`config.mk`:
```
export PLATFORM = sky130hd
export DESIGN_NAME = msrv32_lsu_ctrl
export DESIGN_NICKNAME = d
export VERILOG_FILES = /design/src/rtl/msrv32_lsu_ctrl.sv
export SDC_FILE = /design/constraint.sdc
export NUM_CORES = 1
export LEC_CHECK = 0
export CAP_MARGIN = 5
export CORE_AREA = 2 2 128 93
export DETAILED_ROUTE_END_ITERATION = 7
export DIE_AREA = 0 0 130 95
export PLACE_DENSITY = 0.81
export RECOVER_POWER = 50
export SYNTH_ARGS = -nofsm -noshare
export SYNTH_HDL_FRONTEND = slang
export SYNTH_SLANG_ARGS = --single-unit
```
`constraint.sdc`:
```
create_clock -name clk_in -period 4.5 [get_ports clk_in]
set_input_delay 0.45 -clock clk_in [delete_from_list [all_inputs] [get_ports clk_in]]
set_output_delay 0.45 -clock clk_in [all_outputs]
set_load 0.1 [all_outputs]
```
`src/rtl/msrv32_lsu_ctrl.sv`:
```
// msrv32_lsu_ctrl: load/store unit bus sequencer (IDLE/BUSY/DONE) with bus timeout.
// Define MSRV32_MISALIGN_TRAP_EN to trap misaligned half/word accesses instead of forcing alignment.
module msrv32_lsu_ctrl #(
  parameter int TIMEOUT = 16
) (
  input  logic        clk_in,
  input  logic        reset_n_in,
  input  logic        mem_valid_in,
  input  logic        is_store_in,
  input  logic [31:0] addr_in,
  input  logic [31:0] store_data_in,
  input  logic [1:0]  load_size_in,
  input  logic        load_unsigned_in,
  output logic        dmem_req_out,
  output logic        dmem_we_out,
  output logic [31:0] dmem_addr_out,
  output logic [31:0] dmem_wdata_out,
  output logic [3:0]  dmem_wmask_out,
  input  logic        dmem_ack_in,
  input  logic [31:0] dmem_rdata_in,
  output logic        stall_out,
  output logic [31:0] load_data_out,
  output logic        done_out,
  output logic        misaligned_out,
  output logic        bus_err_out
);
  localparam int CW = $clog2(TIMEOUT) + 1;
  typedef enum logic [1:0] {IDLE, BUSY, DONE} state_t;
  state_t        state_q, state_d;
  logic [CW-1:0] cnt_q, cnt_d;
  logic [31:0]   addr_q, addr_d, wdata_q, wdata_d, ld_q, ld_d, addr_a;
  logic [3:0]    wmask_q, wmask_d;
  logic [1:0]    size_q, size_d;
  logic          we_q, we_d, uns_q, uns_d, err_q, err_d, mis_q, mis_d, mis_in;
  logic [7:0]    rb;
  logic [15:0]   rh;
`ifdef MSRV32_MISALIGN_TRAP_EN
  assign mis_in = (load_size_in == 2'b01 && addr_in[0]) || (load_size_in[1] && addr_in[1:0] != 2'b00);
`else
  assign mis_in = 1'b0;
`endif
  assign addr_a = load_size_in[1] ? {addr_in[31:2], 2'b00} :
                  load_size_in[0] ? {addr_in[31:1], 1'b0} : addr_in;
  assign rb = dmem_rdata_in[{addr_q[1:0], 3'b000} +: 8];
  assign rh = dmem_rdata_in[{addr_q[1], 4'b0000} +: 16];
  always_comb begin
    state_d = state_q;
    cnt_d   = cnt_q;
    addr_d  = addr_q;
    wdata_d = wdata_q;
    wmask_d = wmask_q;
    size_d  = size_q;
    we_d    = we_q;
    uns_d   = uns_q;
    ld_d    = ld_q;
    err_d   = 1'b0;
    mis_d   = 1'b0;
    if (state_q == IDLE && mem_valid_in) begin
      if (mis_in) begin
        state_d = DONE;
        mis_d   = 1'b1;
      end else begin
        state_d = BUSY;
        cnt_d   = '0;
        addr_d  = addr_a;
        we_d    = is_store_in;
        size_d  = load_size_in;
        uns_d   = load_unsigned_in;
        wdata_d = load_size_in[1] ? store_data_in :
                  load_size_in[0] ? {2{store_data_in[15:0]}} : {4{store_data_in[7:0]}};
        wmask_d = !is_store_in   ? 4'b0000 :
                  load_size_in[1] ? 4'b1111 :
                  load_size_in[0] ? (addr_a[1] ? 4'b1100 : 4'b0011) : 4'b0001 << addr_a[1:0];
      end
    end else if (state_q == BUSY) begin
      if (dmem_ack_in) begin
        state_d = DONE;
        if (!we_q)
          ld_d = size_q[1] ? dmem_rdata_in :
                 size_q[0] ? {{16{~uns_q & rh[15]}}, rh} : {{24{~uns_q & rb[7]}}, rb};
      end else if (cnt_q == CW'(TIMEOUT - 1)) begin
        state_d = DONE;
        err_d   = 1'b1;
      end else begin
        cnt_d = cnt_q + 1'b1;
      end
    end else if (state_q == DONE) begin
      state_d = IDLE;
    end
  end
  always_ff @(posedge clk_in) begin
    if (!reset_n_in) begin
      state_q <= IDLE;
      cnt_q   <= '0;
      addr_q  <= '0;
      wdata_q <= '0;
      wmask_q <= '0;
      size_q  <= '0;
      we_q    <= 1'b0;
      uns_q   <= 1'b0;
      ld_q    <= '0;
      err_q   <= 1'b0;
      mis_q   <= 1'b0;
    end else begin
      state_q <= state_d;
      cnt_q   <= cnt_d;
      addr_q  <= addr_d;
      wdata_q <= wdata_d;
      wmask_q <= wmask_d;
      size_q  <= size_d;
      we_q    <= we_d;
      uns_q   <= uns_d;
      ld_q    <= ld_d;
      err_q   <= err_d;
      mis_q   <= mis_d;
    end
  end
  assign dmem_req_out   = state_q == BUSY;
  assign dmem_we_out    = we_q;
  assign dmem_addr_out  = {addr_q[31:2], 2'b00};
  assign dmem_wdata_out = wdata_q;
  assign dmem_wmask_out = wmask_q;
  // Held in reset, upstream must not be frozen even if it still presents an operation.
  assign stall_out      = reset_n_in & ((state_q == IDLE & mem_valid_in) | (state_q == BUSY));
  assign load_data_out  = ld_q;
  assign done_out       = state_q == DONE;
  assign misaligned_out = mis_q;
  assign bus_err_out    = err_q;
endmodule

```
==> impl_metrics.prom <==
# TYPE chip_impl_metric gauge
chip_impl_metric{name="area_growth",unit="%"} 42.5
chip_impl_metric{name="leakagePower",unit="nW"} 2.74
chip_impl_info{name="setup.worst_path.end_class",value="flop"} 1
chip_impl_metric{name="syn-instance-count",unit=""} 624
chip_impl_metric{name="first_global_vias",unit=""} 4832
chip_impl_metric{name="grt_max_degree",unit=""} 79
chip_impl_metric{name="synth_edf_count",unit=""} 0
chip_impl_metric{name="grt_first_pass_wirelength",unit="mm"} 23.6
chip_impl_metric{name="setup.reg_to_reg.worst_slack",unit="ns"} 1.19
chip_impl_metric{name="hpwlAfterDp",unit="mm"} 11.0
chip_impl_info{name="synth_top_area_cell",value="dfxtp_1"} 1
chip_impl_metric{name="layout_cells_sized_above_1",unit="%"} 4.65
chip_impl_info{name="endpoint_of_the_worst_register_to_register_path",value="load_data_out[26]"} 1
chip_impl_metric{name="yosys.cell_types.count",unit=""} 41
chip_impl_metric{name="critical_path.max_fanout",unit=""} 17
chip_impl_metric{name="synth.ff_latch_count",unit=""} 112
chip_impl_metric{name="setup_total_negative_slack",unit="ns"} 0
chip_impl_info{name="tritoncts",value="built"} 1
chip_impl_metric{name="final_setup_violation_count",unit=""} 0
chip_impl_metric{name="pre_cts_slack",unit="ns"} 1.74
chip_impl_info{name="worstSetupEndpoint",value="load_data_out[26]"} 1
chip_impl_metric{name="timing_max_transition_violations_final",unit=""} 18
chip_impl_metric{name="synth_async_sr_flop_share",unit="%"} 0
chip_impl_metric{name="antenna_found_initial",unit=""} 1
chip_impl_metric{name="tightestPinTransition",unit="ns"} 1.87
chip_impl_info{name="most_used_dff_post_synth",value="dfxtp_1"} 1
chip_impl_info{name="synth.top_cells.by_area",value="dfxtp_1 (45%), nand2_1 (10%), a21oi_1 (7.4%), buf_4 (5.1%), mux2i_1 (3.6%)"} 1
chip_impl_metric{name="power.share.switching",unit="%"} 42.5
chip_impl_metric{name="final_nets",unit=""} 880
chip_impl_metric{name="viasPerCell",unit=""} 5.35
chip_impl_info{name="yosys-top-cells-count",value="nand2_1 (139), dfxtp_1 (112), a21oi_1 (74), nor2_1 (38), buf_4 (34)"} 1
chip_impl_metric{name="hold_buffers",unit=""} 0
chip_impl_metric{name="clk-insertion-delay-late",unit="ns"} 0.34
chip_impl_info{name="r2r-start",value="state_q[1]"} 1
chip_impl_metric{name="fp.dieArea",unit="sq mm"} 0.0124
chip_impl_metric{name="p_sw",unit="mW"} 1.32
chip_impl_metric{name="synth_top_area_share",unit="%"} 44.6
chip_impl_metric{name="gr-total-overflow",unit=""} 0
chip_impl_info{name="cp-start-kind",value="flop"} 1
chip_impl_metric{name="grt_usage",unit="%"} 24.2
chip_impl_metric{name="ctsResizeCount",unit=""} 0
chip_impl_info{name="cts-root-buf",value="clkbuf_16"} 1
chip_impl_metric{name="routed-via-count",unit=""} 4993
chip_impl_metric{name="die_height",unit="microns"} 95
chip_impl_metric{name="first_iter_violations",unit=""} 486
chip_impl_metric{name="place_congestion",unit=""} 0.861
chip_impl_metric{name="drt-total-wl",unit="mm"} 15.3
chip_impl_metric{name="die_w",unit="microns"} 130
chip_impl_metric{name="seqPwrFrac",unit="%"} 36.6
chip_impl_metric{name="postLayoutCoreUtil",unit="%"} 63.6
chip_impl_metric{name="drt-wirelength-per-cell",unit="microns"} 16.4
chip_impl_metric{name="final.setup.worst_slack",unit="ns"} 1.19
chip_impl_metric{name="fmax",unit="MHz"} 302
chip_impl_metric{name="fin_total_pwr",unit="mW"} 3.12
chip_impl_metric{name="drt_drc_violations_left",unit=""} 0
chip_impl_metric{name="min_period_over_period",unit="%"} 73.6
chip_impl_metric{name="floorplan.initialDensity",unit="%"} 44.6
chip_impl_metric{name="detail_route.first_pass.iterations",unit=""} 5
chip_impl_metric{name="worst_r2r_path_depth",unit=""} 6
chip_impl_info{name="grt_setup_unrepaired",value="false"} 1
chip_impl_metric{name="cts_setup_buffers",unit=""} 0
chip_impl_metric{name="synth-seq-area-share",unit="%"} 44.6
chip_impl_metric{name="pwr-share-comb",unit="%"} 38.9
chip_impl_metric{name="finalWorstPathRequiredPeriod",unit="ns"} 3.31
chip_impl_info{name="status",value="finished, violations left"} 1
chip_impl_metric{name="power.ir.vdd_worst",unit="mV"} 0.247
chip_impl_metric{name="synth_warnings",unit=""} 0
chip_impl_metric{name="floorplan.io_pins",unit=""} 210
chip_impl_metric{name="power_density",unit="mW/mm^2"} 435
chip_impl_metric{name="number_of_h_tree_branching_levels",unit=""} 3
chip_impl_metric{name="coreArea",unit="sq mm"} 0.0113
chip_impl_metric{name="final_hold_viol_count",unit=""} 0
chip_impl_info{name="timing.setup.critical_path_class",value="reg -> reg"} 1
chip_impl_metric{name="slew-limit-headroom",unit="%"} -26.0
chip_impl_info{name="setup.worst_path.start",value="state_q[1]"} 1
chip_impl_metric{name="cts.reportedPaths.clkPinSlew",unit="ns"} 0.07
chip_impl_metric{name="ctsLongestPathBuffers",unit=""} 2
chip_impl_metric{name="post_synth.cell_area_avg",unit="sq um"} 8.06
chip_impl_info{name="synth.most_common_cell",value="nand2_1"} 1
chip_impl_metric{name="worst_path_required_time",unit="ns"} 4.70
chip_impl_metric{name="finalClockSkew",unit="ns"} 0.00468
chip_impl_metric{name="post_synth_instance_area",unit="sq mm"} 0.00503
chip_impl_info{name="worstHoldPathType",value="reg -> reg"} 1
chip_impl_metric{name="core.rowCount",unit=""} 33
chip_impl_metric{name="crit_arrival",unit="ns"} 3.51
chip_impl_metric{name="power_report.internal_total",unit="mW"} 1.79
chip_impl_metric{name="cts-buffers-inserted",unit=""} 9
chip_impl_metric{name="clockPowerShare",unit="%"} 24.5
chip_impl_metric{name="maxCapViolations",unit=""} 1
chip_impl_metric{name="port_buffers",unit=""} 206
chip_impl_metric{name="fin_hold_ws",unit="ns"} 0.452
chip_impl_metric{name="final_antenna_net_count",unit=""} 0
chip_impl_metric{name="clock-sinks",unit=""} 112
chip_impl_info{name="violations",value="capacitance limit, slew limit"} 1
layer usage:
metal  share of wire [%]  wire length [microns]  track usage, %
met2                  46                   7020            39.1
met4                 1.7                    255            7.53
met5                   0                      0               0
met3                  10                   1560            9.41
met1                  42                   6430            29.9
cell families after synthesis:
kind of cell,after synthesis,synth area share [%]
AOI/OAI and AO/OA,151,17.9
xor gates and xnor gates,3,0.523
adders and majority gates,5,1.24
buffers and inverters,86,9.33
DFF,112,44.6
muxes,27,5.60
other,1,0.0746
and+or+nand+nor,239,20.7
state kept, by name, indices dropped and copies added (netlist names), 2 cells and up:
signal	flops
cnt_q	5
load_data_out	32
size_q	2
dmem_wdata_out	32
dmem_wmask_out	4
state_q	2
addr_q	32
power groups by stage:
stage               Combinational [mW]  Clock [mW]  Sequential [mW]
finish                            1.21       0.765             1.14
CTS                               1.22       0.778             1.14
detailed placement                1.22           0             1.16
floorplan                        0.526           0             1.55
global placement                  1.21           0             1.16
global route                      1.27       0.820             1.15
metrics by stage:
step | cell area (sq um) | std cells
final | 7160 | 933
after global routing | 7160 | 932
after CTS | 7180 | 932
after detailed placement | 6900 | 917
after global placement | 6900 | 917
after floorplan | 5040 | 626
critical path: stages (launching register included):
cell and delay (ns):
dfxtp_1 0.38, inv_1 0.08, ha_1 0.22, and2_0 0.18, nor3_1 1.45, o31a_1 0.71
a21oi_1 0.15
placed cells by master (no fill, tap or decap), types with 8 or more instances in the layout:
| cell type | instances |
|---|---|
| clkdlybuf4s50_1 | 162 |
| nand2_1 | 138 |
| dfxtp_1 | 112 |
| a21oi_1 | 74 |
| dlygate4sd3_1 | 43 |
| nor2_1 | 38 |
| o21ai_0 | 32 |
| nand3_1 | 23 |
| mux2i_1 | 18 |
| a31oi_1 | 14 |
| nor3_1 | 11 |
| mux2_2 | 9 |
| nor3b_1 | 9 |
| a211oi_1 | 9 |
| clkbuf_16 | 9 |
| nand2b_1 | 8 |
worst min-delay path by stage:
stage	cells after the start	endpoint	start	slack [ns]
floorplan	2	addr_q[10]	addr_q[10]	0.44
global placement	2	addr_q[26]	addr_q[26]	0.44
detailed placement	2	addr_q[18]	addr_q[18]	0.45
CTS	2	addr_q[18]	addr_q[18]	0.46
global route	2	load_data_out[9]	load_data_out[9]	0.47
finish	2	addr_q[11]	addr_q[11]	0.45
area by class of cell:
cell class	count	area, sq um
Timing Repair Buffer	212	2100
Clock inverter	4	30.0
Sequential cell	112	2240
Multi-Input combinational cell	428	2310
Clock buffer	11	253
Fill cell	960	4110
Antenna cell	1	2.50
Inverter	8	30.0
Tap cell	157	196
Note: power is estimated with default switching activity, not from simulation.
